$ cat src/rtl/sort_pkg.sv
// Shared types and constants for the sequential 4-input sorter.
// Holds the FSM state enum, the compare-exchange step table and the default data width.
package sort_pkg;

    localparam int unsigned DefaultW = 6;
    localparam int unsigned NumSteps = 5;
    localparam logic [2:0]  LastStep = 3'd4;

    typedef enum logic [1:0] {
        StIdle,
        StRun,
        StDone
    } state_e;

    // Index pairs {i, j} visited in step order; together they form a 4-input sorting network
    localparam logic [3:0] StepPairs [NumSteps] = '{
        {2'd0, 2'd1},
        {2'd2, 2'd3},
        {2'd0, 2'd2},
        {2'd1, 2'd3},
        {2'd1, 2'd2}
    };

    // Table lookup with a safe fallback for unused step codes
    function automatic logic [3:0] step_pair(input logic [2:0] step);
        logic [3:0] pair;
        pair = {2'd0, 2'd1};
        if (step <= LastStep) begin
            pair = StepPairs[step];
        end
        return pair;
    endfunction

endpackage

$ cat src/rtl/cmp_swap.sv
// Single compare-exchange cell: orders two unsigned operands.
// Equal operands are never flagged as swapped.
module cmp_swap #(
    parameter int unsigned w = sort_pkg::DefaultW
) (
    input  logic [w-1:0] x,
    input  logic [w-1:0] y,
    output logic [w-1:0] lo,
    output logic [w-1:0] hi,
    output logic         swapped
);

    // Strict greater-than keeps equal values in place
    always_comb begin
        swapped = (x > y);
        lo      = swapped ? y : x;
        hi      = swapped ? x : y;
    end

endmodule

$ cat src/rtl/sort4_seq.sv
// Sequential 4-operand sorter: one compare-exchange per cycle through a single shared
// comparator, five steps per sort, results held until the next completed sort.
// Optional feature: define SORT4_SEQ_SWAPCNT_EN to add the 'swaps' exchange-count output.
module sort4_seq
    import sort_pkg::*;
#(
    parameter int unsigned w = DefaultW
) (
    input  logic         clk,
    input  logic         rst,
    input  logic         start,
    input  logic [w-1:0] a,
    input  logic [w-1:0] b,
    input  logic [w-1:0] c,
    input  logic [w-1:0] d,
    output logic         busy,
    output logic         done,
    output logic [w-1:0] min,
    output logic [w-1:0] midl,
    output logic [w-1:0] midh,
`ifdef SORT4_SEQ_SWAPCNT_EN
    output logic [2:0]   swaps,
`endif
    output logic [w-1:0] max
);

    state_e       r_state;
    state_e       w_state_nxt;
    logic [2:0]   r_step;
    logic [w-1:0] r_data [4];
    logic [w-1:0] w_data_nxt [4];
    logic [w-1:0] r_min;
    logic [w-1:0] r_midl;
    logic [w-1:0] r_midh;
    logic [w-1:0] r_max;

    logic [3:0]   w_pair;
    logic [1:0]   w_idx_i;
    logic [1:0]   w_idx_j;
    logic [w-1:0] w_x;
    logic [w-1:0] w_y;
    logic [w-1:0] w_lo;
    logic [w-1:0] w_hi;
    logic         w_swapped;
    logic         w_last;

    assign w_pair  = step_pair(r_step);
    assign w_idx_i = w_pair[3:2];
    assign w_idx_j = w_pair[1:0];
    assign w_x     = r_data[w_idx_i];
    assign w_y     = r_data[w_idx_j];
    assign w_last  = (r_step == LastStep);

    cmp_swap #(
        .w (w)
    ) u_cmp_swap (
        .x       (w_x),
        .y       (w_y),
        .lo      (w_lo),
        .hi      (w_hi),
        .swapped (w_swapped)
    );

    // Working set after this cycle's exchange; only the selected pair is rewritten
    always_comb begin
        for (int k = 0; k < 4; k++) begin
            w_data_nxt[k] = r_data[k];
        end
        if (w_swapped) begin
            w_data_nxt[w_idx_i] = w_lo;
            w_data_nxt[w_idx_j] = w_hi;
        end
    end

    // FSM state register
    always_ff @(posedge clk or negedge rst) begin
        if (!rst) begin
            r_state <= StIdle;
        end else begin
            r_state <= w_state_nxt;
        end
    end

    // FSM next state and status outputs; start is only looked at in IDLE
    always_comb begin
        w_state_nxt = r_state;
        busy        = 1'b0;
        done        = 1'b0;
        case (r_state)
            StIdle: begin
                if (start) begin
                    w_state_nxt = StRun;
                end
            end
            StRun: begin
                busy = 1'b1;
                if (w_last) begin
                    w_state_nxt = StDone;
                end
            end
            StDone: begin
                done        = 1'b1;
                w_state_nxt = StIdle;
            end
            default: begin
                w_state_nxt = StIdle;
            end
        endcase
    end

    // Operand capture, step sequencing and result write-back on the final step
    always_ff @(posedge clk or negedge rst) begin
        if (!rst) begin
            r_step <= 3'd0;
            for (int k = 0; k < 4; k++) begin
                r_data[k] <= '0;
            end
            r_min  <= '0;
            r_midl <= '0;
            r_midh <= '0;
            r_max  <= '0;
        end else begin
            case (r_state)
                StIdle: begin
                    if (start) begin
                        r_data[0] <= a;
                        r_data[1] <= b;
                        r_data[2] <= c;
                        r_data[3] <= d;
                        r_step    <= 3'd0;
                    end
                end
                StRun: begin
                    for (int k = 0; k < 4; k++) begin
                        r_data[k] <= w_data_nxt[k];
                    end
                    if (w_last) begin
                        r_step <= 3'd0;
                        r_min  <= w_data_nxt[0];
                        r_midl <= w_data_nxt[1];
                        r_midh <= w_data_nxt[2];
                        r_max  <= w_data_nxt[3];
                    end else begin
                        r_step <= r_step + 3'd1;
                    end
                end
                default: begin
                end
            endcase
        end
    end

    assign min  = r_min;
    assign midl = r_midl;
    assign midh = r_midh;
    assign max  = r_max;

`ifdef SORT4_SEQ_SWAPCNT_EN
    logic [2:0] r_swap_cnt;
    logic [2:0] r_swaps;
    logic [2:0] w_swap_cnt_nxt;

    assign w_swap_cnt_nxt = r_swap_cnt + {2'b00, w_swapped};

    // Exchange counter for the sort in flight; published alongside the results
    always_ff @(posedge clk or negedge rst) begin
        if (!rst) begin
            r_swap_cnt <= 3'd0;
            r_swaps    <= 3'd0;
        end else if (r_state == StIdle && start) begin
            r_swap_cnt <= 3'd0;
        end else if (r_state == StRun) begin
            r_swap_cnt <= w_swap_cnt_nxt;
            if (w_last) begin
                r_swaps <= w_swap_cnt_nxt;
            end
        end
    end

    assign swaps = r_swaps;
`endif

endmodule

$ cat config.mk
export PLATFORM = sky130hd
export DESIGN_NAME = sort4_seq
export DESIGN_NICKNAME = d
export VERILOG_FILES = /design/src/rtl/sort_pkg.sv /design/src/rtl/cmp_swap.sv /design/src/rtl/sort4_seq.sv
export SDC_FILE = /design/constraint.sdc
export NUM_CORES = 1
export LEC_CHECK = 0
export CAP_MARGIN = 20
export CORE_MARGIN = 2
export CORE_UTILIZATION = 30
export DETAILED_ROUTE_END_ITERATION = 10
export GPL_TIMING_DRIVEN = 0
export PLACE_DENSITY = 0.57
export SYNTH_ARGS = -nofsm -noshare
export SYNTH_HDL_FRONTEND = slang
export SYNTH_SLANG_ARGS = --single-unit
export TNS_END_PERCENT = 20
$ cat constraint.sdc
create_clock -name clk -period 4.3 [get_ports clk]
set_input_delay 0.43 -clock clk [delete_from_list [all_inputs] [get_ports clk]]
set_output_delay 0.43 -clock clk [all_outputs]
set_load 0.01 [all_outputs]
Yosys cells after proc, flatten, opt, wreduce, memory -nomap -nowiden. Memories as Yosys holds them, arrays and structs flattened. Index checks and enable logic that the tools add are counted.

Memories: 1. Word-level logic and storage cells: 62. ROM bits: 32. Register bits after elaboration: 53.

Memories: (no name shown) (depth 8, bits a word 4, rd ports 1, clocked after Yosys merged registers in 0, wr ports 0, line sort_pkg.sv:29) `pair = StepPairs[step];`.

Equal/unequal tests: 5. Reductions and logical operators: 7. $add $sub $neg: 1. Bitwise gates (word level): 3. Mux-type cells: 28. Order comparisons: 7.

Operators by type and width (count): $bwmux 24 (2); $mux 24 (2); $mux 6 (8); $pmux 24 s2 (1); $bmux 6 s2 (2); $demux 6 s2 (2); $mux 4 (3); $ge 3x3->1 const B (2); $gt 6x6->1 (1); $lt 3x1->1 const B (2); $mux 3 (2); $not 2->3 (2); $pmux 3 s2 (1); $reduce_and 2->1 (3); $ge 4x4->1 const B (1); $mux 2 (2); $ne 2x2->1 const B (2); $not 3->4 (1); $pmux 2 s2 (1); $add 3x1->3 const B (1); $eq 3x3->1 const B (1); $le 3x3->1 const B (1); $eq 2x1->1 const B (1); $eq 2x2->1 const B (1); other kinds (4) (6).

Depth between registers and ports, before layout.
Word-level depth: 15. Mapped depth: 18. Gate-level depth less buffers: 13.

By module. Synthesis repeated with hierarchy kept, for this count alone.

Cells, all modules: 346. Area total of the unflattened synthesis: 3393.3 µm².

By module, submodules not included: sort4_seq (cells an instance 311, area an instance 3049.2 µm², sequential area each 1326.3 µm², times used 1); cmp_swap (cells an instance 35, area an instance 344.1 µm², sequential area each 0.0 µm², times used 1).

Worst setup path before layout. No wires, ideal clock.

Path type: flip-flop to flip-flop. Start: reg r_step[0]. End: reg r_data[13] (netlist bit). Clock period less this slack: 3536 ps. Stages on the path, launching flop included: 15. Library setup time: 142 ps. Setup slack: 764 ps. Data arrival time: 3394 ps. Cell sequence: dfrtp_1 -> inv_1 -> ha_1 -> buf_6 -> and2_4 -> or2_4 -> a222oi_1 -> ha_1 -> and4_1 -> o21a_1 -> o31ai_2 -> a21oi_1 -> clkbuf_1 -> o22ai_1 -> a21oi_1.

Longest elaborated chain between the ends: 15. Elaborated cells between the ends (all ways): 31. Classes of those cells: order compare (6); mux (19); bitwise (3); reduce/logical (2); memory (1).

RTL lines: from (decl) (line sort4_seq.sv:29) `logic [2:0] r_step;`; from (signal assigned) (line sort4_seq.sv:144) `r_step <= r_step + 3'd1;`; $not 3->4 (implied by the code) (line sort_pkg.sv:29); $mem_v2 8x4; $mux 4 (implied by the code) (2 in series) (line sort_pkg.sv:29); $mux 4 * (line sort_pkg.sv:28) `if (step <= LastStep) begin`; $not 2->3 (on tied branches); $bmux 6 s2 (on tied branches) (line sort4_seq.sv:50, sort4_seq.sv:51); $mux 6 (on tied branches) (2 in series) (line sort4_seq.sv:50, sort4_seq.sv:51); $gt 6x6->1 (line cmp_swap.sv:15) `swapped = (x > y);`; $mux 6 (line cmp_swap.sv:16) `lo = swapped ? y : x;`; $bwmux 24 (line sort4_seq.sv:70) `w_data_nxt[w_idx_i] = w_lo;`; $bwmux 24 (line sort4_seq.sv:71) `w_data_nxt[w_idx_j] = w_hi;`; $mux 24 * (line sort4_seq.sv:69) `if (w_swapped) begin`; $pmux 24 s2 * (line sort4_seq.sv:123) `case (r_state)`; to (signal, indexed assignment) (line sort4_seq.sv:135) `r_data[k] <= w_data_nxt[k];`; to (decl) (line sort4_seq.sv:30) `logic [w-1:0] r_data [4];`.

Mark *: on every way between the ends. The rest lies on a longest branch, timed or not. The select of a mux whose other input is x is not followed. A chain may end at the register's enable or synchronous reset.

Worst setup path after layout.
Start: reg r_step[0]. End: reg r_data[12] (netlist bit).

The elaborated chain is that of the path after synthesis.

==> reports/qor.yml <==
critical_path:
  end_kind: "register"
  reg2regPathDepth: 14
  critPathLaunch: "r_step[0]$_DFFE_PN0P_"
  worst-path-max-fanout: 10
  r2r_start: "r_step[0]$_DFFE_PN0P_"
  crit_type: "reg2reg"
  arrival_ns: 4.20
  cp-start-kind: "register"
  cp.required_ns: 4.46
floorplanning:
  row_count: 41
  fp.dieH_um: 116
  ioPinCount: 53
  die_x_um: 116
  die_area_um2: 13500
  start_util: 0.304
  core_area_um2: 12500
routing:
  antenna_left: 0
  wl_per_cell_um: 21.5
  drtIter0Drc: 267
  dr.pass1.iters: 5
  wl_mm: 15.1
  vias_per_cell: 5.73
  drc_errors: 0
  vias: 4020
finish:
  utilization: 0.383
  n_antenna_cell: 0
  layout_commonest_cell: "nand2_1"
  drive_gt1_frac: 0.102
  final_cell_mix: "nand2_1 (62), dfrtp_1 (52), clkdlybuf4s50_1 (51), a21oi_1 (49), o21ai_0 (40)"
  nets: 567
  finalNonFillerCells: 702
  syn2layout_area_growth_pct: 26.2
  finalInstanceArea_um2: 4780
placed_design:
  dp_hpwl_mm: 11.2
  portBuffers: 52
  placed_cell_area_um2: 4540
  gp_congestion: 0.960
  dp_cells: 690
timing:
  hold_violations: 0
  fin_setup_tns_ns: 0
  setup_viol: 0
  drv_slew: 0
  final.min_clock_period_ns: 4.04
  fin_skew_ns: 0.0104
  tightestPinTransition_ns: 0.914
  slew_headroom: 0.390
  rsz0062_at_grt: "false"
  post-route-period-util: 0.939
  fmax_mhz: 248
clock_tree:
  insertion_delay_ns: 0.31
  cts_tree: "done"
  clk_pin_slew_ns: 0.07
  cts_buffer_depth: 2
  cts_htree_levels: 2
  cts-root-buf: "clkbuf_16"
  cts_buffers: 5
  cts_sinks: 53
global_routing:
  grt_max_degree: 29
  grt_pass1_vias: 3994
  grt.overflow.total: 0
  grtUsageTotal: 0.233
  grt_pass1_wl_mm: 23.5
  antenna_found_initial: 0
logic_synthesis:
  synth_top_cell_by_area: "dfrtp_1"
  ys_warn_count: 0
  synthArstFlopShare: 1.00
  synth_ff_type: "dfrtp_1"
  synth_top_cell_area_share: 0.350
  ys_seq_elements: 53
  netlist_instances: 465
  synth_area_leaders: "dfrtp_1 (35%), a21oi_1 (6.5%), nand2_1 (6.1%)"
  synth.distinct_cells: 63
  yosysSeqAreaShare: 0.350
  synth_nets: 503
  synth_edf_count: 0
  synth_area_um2: 3790
  postSynthAreaPerCell_um2: 8.14
hold_path:
  min_path_type: "in2async"
status:
  status: "finished clean"
job:
  cap_violations: 0
final timing paths:
check	to	slack, ns
max	r_data[12]$_DFFE_PN0P_	0.26
min	r_data[5]$_DFFE_PN0P_	0.14
max reg2reg	r_data[12]$_DFFE_PN0P_	0.26
min reg2reg	min[1]$_DFFE_PN0P_	0.47
max in group asynchronous	r_data[12]$_DFFE_PN0P_	3.59
min in group clk	min[1]$_DFFE_PN0P_	0.47
what timing repair did:
item / in CTS / in global routing
hold buffers: 0 / 0
buffers inserted: 4 / 0
endpoints found under the setup margin: 46 / 45
gates resized for setup: 6 / 16
pin swaps: 2 / 0
layout make-up:
type                       count  area, µm²
buffer                        30        154
sequential                    53       1330
timing repair buffer          57        566
clock buffer                   7        143
clock inverter                 1       30.0
inverter                      11       41.3
multi-input combinational    371       2300
fill                        1314       7690
tap                          172        215
kinds of logic after synthesis:
kind of cell	count (synthesis)	share of synthesized area
buffers and inverters	41	0.0469
and+or+nand+nor	151	0.199
AOI/OAI and AO/OA	193	0.324
muxes	16	0.0433
adders and majority gates	11	0.0364
DFF	53	0.350
flip-flops by register name (all words and copies together) (netlist names):
| signal | cells |
|---|---|
| midl | 6 |
| midh | 6 |
| max | 6 |
| r_data | 24 |
| r_state | 2 |
| r_step | 3 |
| min | 6 |
worst max-delay path, stage by stage (launching register included):
cell,delay (ns)
dfrtp_2,0.45
ha_1,0.28
nor3b_2,0.51
nor2_1,0.12
clkbuf_1,0.29
o221ai_2,0.29
inv_1,0.16
ha_1,0.33
and4_1,0.21
o21a_1,0.16
o31ai_4,0.38
a21oi_1,0.18
clkbuf_4,0.25
o22ai_1,0.22
a21oi_1,0.07
cell usage after synthesis (all sizes together) (5+ instances only):
| cell | n |
|---|---|
| nor3 | 7 |
| inv | 10 |
| mux2i | 13 |
| nor2 | 19 |
| nor2b | 7 |
| a21oi | 49 |
| o21ai | 48 |
| o211ai | 10 |
| o31ai | 10 |
| and3 | 5 |
| nand3 | 16 |
| dfrtp | 53 |
| ha | 11 |
| or2 | 7 |
| o22ai | 36 |
| buf | 7 |
| clkbuf | 23 |
| a211oi | 6 |
| nand2b | 8 |
| nand2 | 63 |
routing by layer:
metal,global-route usage,vias to the layer above,part of all wire
met5,0,-,0
met4,0.0810,0,0.023
met3,0.0394,26,0.052
met2,0.353,140,0.44
met1,0.334,1981,0.48
li1,-,1873,-
per-stage QoR:
step / worst slack [ns] / hold slack, ns
2_1_floorplan: 0.764 / 0.134
3_3_place_gp: -0.552 / 0.460
3_5_place_dp: -0.588 / 0.462
4_1_cts: 0.00179 / 0.159
5_1_grt: 0.0287 / 0.204
6_report: 0.263 / 0.137
Power is not shown: default switching activity piles up to over one toggle a cycle in this logic, so the estimate is an artifact.
